<file path="src/rtl/cnt_modn_chain.sv">
// Cascaded modulo-N counter chain with up/down counting, synchronous load and
// clear, per-digit terminal flags, a cascade carry and a registered wrap pulse.
//
// Parameters:
//   MODULUS  count range per digit 0..MODULUS-1 (2..2**WIDTH)
//   WIDTH    bits per digit (2**WIDTH >= MODULUS)
//   NDIGITS  number of chained digits (1..8)
//
// Ports:
//   clk        rising-edge clock
//   reset      asynchronous active-low reset
//   enable     count enable for digit 0
//   up_dn      1 = count up, 0 = count down
//   clear      synchronous clear to all-zero (highest priority)
//   load       synchronous parallel load of load_val (clamped per digit)
//   load_val   load value, digit i at [i*WIDTH +: WIDTH]
//   count      registered digit values, same packing as load_val
//   digit_tc   combinational, bit i = digit i at its terminal value
//   carry_out  combinational, enable & all digits terminal
//   wrap_pulse registered, one cycle after a full-chain wrap
//   load_err   registered, one cycle after a load that clamped a digit

module cnt_modn_chain #(
   parameter int unsigned MODULUS = 10,
   parameter int unsigned WIDTH   = 4,
   parameter int unsigned NDIGITS = 2
) (
   input  logic                       clk,
   input  logic                       reset,
   input  logic                       enable,
   input  logic                       up_dn,
   input  logic                       clear,
   input  logic                       load,
   input  logic [NDIGITS*WIDTH-1:0]   load_val,
   output logic [NDIGITS*WIDTH-1:0]   count,
   output logic [NDIGITS-1:0]         digit_tc,
   output logic                       carry_out,
   output logic                       wrap_pulse,
   output logic                       load_err
);

   localparam int unsigned CW = NDIGITS * WIDTH;
   localparam logic [WIDTH-1:0] DMAX = WIDTH'(MODULUS - 1);

   logic [CW-1:0]      count_nxt;
   logic               wrap_nxt;
   logic               err_nxt;
   logic [NDIGITS:0]   chain;
   logic [WIDTH-1:0]   lv;
   logic [WIDTH-1:0]   d_cur;

   // Terminal flags and ripple step-enables: chain[i] = digit i steps this edge.
   always_comb begin
      digit_tc = '0;
      chain    = '0;
      chain[0] = enable;
      for (int i = 0; i < NDIGITS; i++) begin
         if (up_dn) begin
            digit_tc[i] = (count[i*WIDTH +: WIDTH] == DMAX);
         end else begin
            digit_tc[i] = (count[i*WIDTH +: WIDTH] == '0);
         end
         chain[i+1] = chain[i] & digit_tc[i];
      end
   end

   assign carry_out = chain[NDIGITS];

   // Next-state: clear > load > counting.
   always_comb begin
      count_nxt = count;
      wrap_nxt  = 1'b0;
      err_nxt   = 1'b0;
      lv        = '0;
      d_cur     = '0;
      if (clear) begin
         count_nxt = '0;
      end else if (load) begin
         for (int i = 0; i < NDIGITS; i++) begin
            lv = load_val[i*WIDTH +: WIDTH];
            // Out-of-range digits saturate at the top of the digit range.
            if (32'(lv) >= MODULUS) begin
               count_nxt[i*WIDTH +: WIDTH] = DMAX;
               err_nxt = 1'b1;
            end else begin
               count_nxt[i*WIDTH +: WIDTH] = lv;
            end
         end
      end else begin
         for (int i = 0; i < NDIGITS; i++) begin
            d_cur = count[i*WIDTH +: WIDTH];
            if (chain[i]) begin
               if (up_dn) begin
                  count_nxt[i*WIDTH +: WIDTH] = (d_cur == DMAX) ? '0 : d_cur + WIDTH'(1);
               end else begin
                  count_nxt[i*WIDTH +: WIDTH] = (d_cur == '0) ? DMAX : d_cur - WIDTH'(1);
               end
            end
         end
         wrap_nxt = carry_out;
      end
   end

   // State register.
   always_ff @(posedge clk or negedge reset) begin
      if (!reset) begin
         count      <= '0;
         wrap_pulse <= 1'b0;
         load_err   <= 1'b0;
      end else begin
         count      <= count_nxt;
         wrap_pulse <= wrap_nxt;
         load_err   <= err_nxt;
      end
   end

endmodule

</file>
<file path="config.mk">
export PLATFORM = sky130hd
export DESIGN_NAME = cnt_modn_chain
export DESIGN_NICKNAME = d
export VERILOG_FILES = /design/src/rtl/cnt_modn_chain.sv
export SDC_FILE = /design/constraint.sdc
export NUM_CORES = 1
export LEC_CHECK = 0
export CAP_MARGIN = 20
export CORE_MARGIN = 3
export CORE_UTILIZATION = 52
export CTS_BUF_LIST = sky130_fd_sc_hd__clkbuf_8
export DETAILED_ROUTE_END_ITERATION = 12
export PLACE_DENSITY = 0.87
export SYNTH_ARGS = -nofsm -noshare
export SYNTH_HDL_FRONTEND = slang
export SYNTH_SLANG_ARGS = --single-unit
</file>
<file path="constraint.sdc">
create_clock -name clk -period 3.5 [get_ports clk]
set_input_delay 0.35 -clock clk [delete_from_list [all_inputs] [get_ports clk]]
set_output_delay 0.35 -clock clk [all_outputs]
set_load 0.01 [all_outputs]
</file>
==> results_dict.tcl <==
set metrics [dict create \
    netlist_instances 106 \
    synth-edff-count 0 \
    gp_congestion 0.921 \
    grt_usage_pct 21.6 \
    drc 0 \
    rows 14 \
    critPathTopFamily "buffers and inverters" \
    rsz0062_at_grt "no" \
    crit_chain "clkdlybuf4s50_1, or4b_4, a21o_4, nor3_1, clkdlybuf4s50_1" \
    ys_warn_count 0 \
    grt_pass1_vias 806 \
    cts_setup_buffers 0 \
    antenna_cells 0 \
    grt_max_degree 15 \
    cts_max_level 1 \
    vias_per_cell 6.10 \
    powerDensity_nw_per_um2 329 \
    hpwl_um 1720 \
    initial_utilization_pct 58.0 \
    antenna_left 0 \
    cp_slowest_cell "or4b_4" \
    min_period_ps 2910 \
    p_leak_nw 0.483 \
    hold_violations 0 \
    multiInputGateArea_um2 614 \
    layout-drive-gt1-share_pct 6.92 \
    ctsHoldBuffers 0 \
    avgRoutedWirePerCell_um 14.7 \
    drt-initial-drc-count 24 \
    required_ps 3150 \
    insertion_delay_ps 240 \
    crit_top_cell "clkdlybuf4s50_1" \
    place_ws_ps 597 \
    status "finished clean" \
    worst_slew_pin_slew_ps 465 \
    synth_flop_cell "dfrtp_1" \
    syn_area_um2 925 \
    ir_drop_v 0.000321 \
    root_buffer "clkbuf_8" \
    ios 27 \
    layout_commonest_cell "clkdlybuf4s50_1" \
    register_area_um2 250 \
    r2r_start "count[0]$_DFFE_PN0P_" \
    fin_setup_tns_ps 0 \
    yosysUniqueCellTypes 42 \
    synth_nets 127 \
    fmax_ghz 0.344 \
    crit_type "in -> out" \
    clkTransAtPathRegs_ps 50 \
    area.growth.synth_to_final_pct 34.1 \
    end_kind "output port" \
    cts-buffers-inserted 3 \
    cap_violations 0 \
    layout_common_cells "clkdlybuf4s50_1 (26), dfrtp_1 (10), inv_1 (8), o21ai_0 (8), ha_1 (7)" \
    crit_fanout 12 \
    arrival_ps 2560 \
    firstDrtPassIters 4 \
    synth-seq-area-share_pct 27.1 \
    syn_avg_cell_area_um2 8.72 \
    clockBufferDepth 2 \
    relSlewSlack_pct 68.9 \
    synth_seq_cells 10 \
    drv_slew 0 \
    critPathMaxStageDelay_ps 650 \
    core_area_um2 1590 \
    fill_cells 102 \
    num_vias 940 \
    fp.dieW_um 48.2 \
    fin_skew_ps 4.29 \
    setup_violations 0 \
    async_reset_ff_share_pct 100 \
    hold_path_class "in -> async" \
    antenna_found_initial 0 \
    setup_ws_ps 593 \
    cts_tree "done" \
    totalWireLength_um 2260 \
    cts_sinks 10 \
    crit_buf_inv 2 \
    overflow 0 \
    fin_nets 152 \
    holdWs_ps 431 \
    io_buffers 26 \
    dieArea_um2 2320 \
    critPathLaunch "up_dn" \
    cts-resized-gates 0 \
    die_y_um 48.2 \
    grt_pass1_wl_um 3520 \
    timing.final.crit_share_pct 83.1 \
    crit_path_start_kind "input port" \
]
==> final cells by class <==
type	count	share of cell area, %
Clock buffer	4	4.44
Inverter	8	2.42
Multi-Input combinational cell	82	49.5
Sequential cell	10	20.2
Tap cell	24	2.42
Timing Repair Buffer	26	21.0
==> per-stage QoR <==
step	cell area, µm²	utilization, %	power, mW	std cells
floorplan	925	-	0.208	106
global placement	1180	74.3	0.258	150
detailed placement	1180	74.3	0.260	150
CTS	1240	77.8	0.409	154
global route	1240	77.8	0.431	154
finish	1240	77.8	0.408	154
==> registers in the layout (all words and copies together) (netlist names) <==
| signal | cells |
|---|---|
| load_err | 1 |
| count | 8 |
| wrap_pulse | 1 |
==> synth_stat cells (2+ instances only) <==
library cell	instances	area, µm²
dfrtp_1	10	250
inv_1	8	30.0
o21ai_0	8	40.0
ha_1	7	87.6
nor2_1	6	22.5
a21oi_1	5	25.0
a311oi_1	5	43.8
clkbuf_1	5	18.8
nand2_1	4	15.0
nand2b_1	4	25.0
a211oi_1	3	22.5
a32oi_1	3	26.3
nand3b_1	3	22.5
nor2b_1	3	18.8
a211o_1	2	17.5
mux2i_1	2	20.0
nand3_1	2	10.0
nor3b_1	2	15.0
==> report_power, final <==
group	internal, mW	switching (mW)	total [mW]	leakage (nW)
logic	0.0634	0.0562	0.120	0.321
registers	0.123	0.0169	0.140	0.133
clock network	0.0992	0.0491	0.148	0.0288
==> metal layers <==
layer / part of all wire, % / global-route usage (%)
met5: 0 / 0
met4: 0.88 / 8.06
met3: 5.4 / 2.21
met1: 47 / 31.4
met2: 46 / 32.8
==> worst paths after layout <==
path,end,slack [ps],cells past startpoint
worst max-delay path,carry_out,590,5
worst min-delay path,count[2]$_DFFE_PN0P_,430,1
worst max register to register,count[4]$_DFFE_PN0P_,1260,6
worst min register to register,count[5]$_DFFE_PN0P_,720,2
max in group asynchronous,wrap_pulse$_DFF_PN0_,2750,1
min in group clk,count[0]$_DFFE_PN0P_,690,3
==> kinds of logic after synthesis <==
family	share of synthesized area (%)
AOI/OAI and AO/OA	31.8
and+or+nand+nor	22.1
buffers and inverters	6.50
DFF	27.1
adders and majority gates	9.47
muxes	2.17
xor gates and xnor gates	0.947
Note: power is estimated with default switching activity, not from simulation.
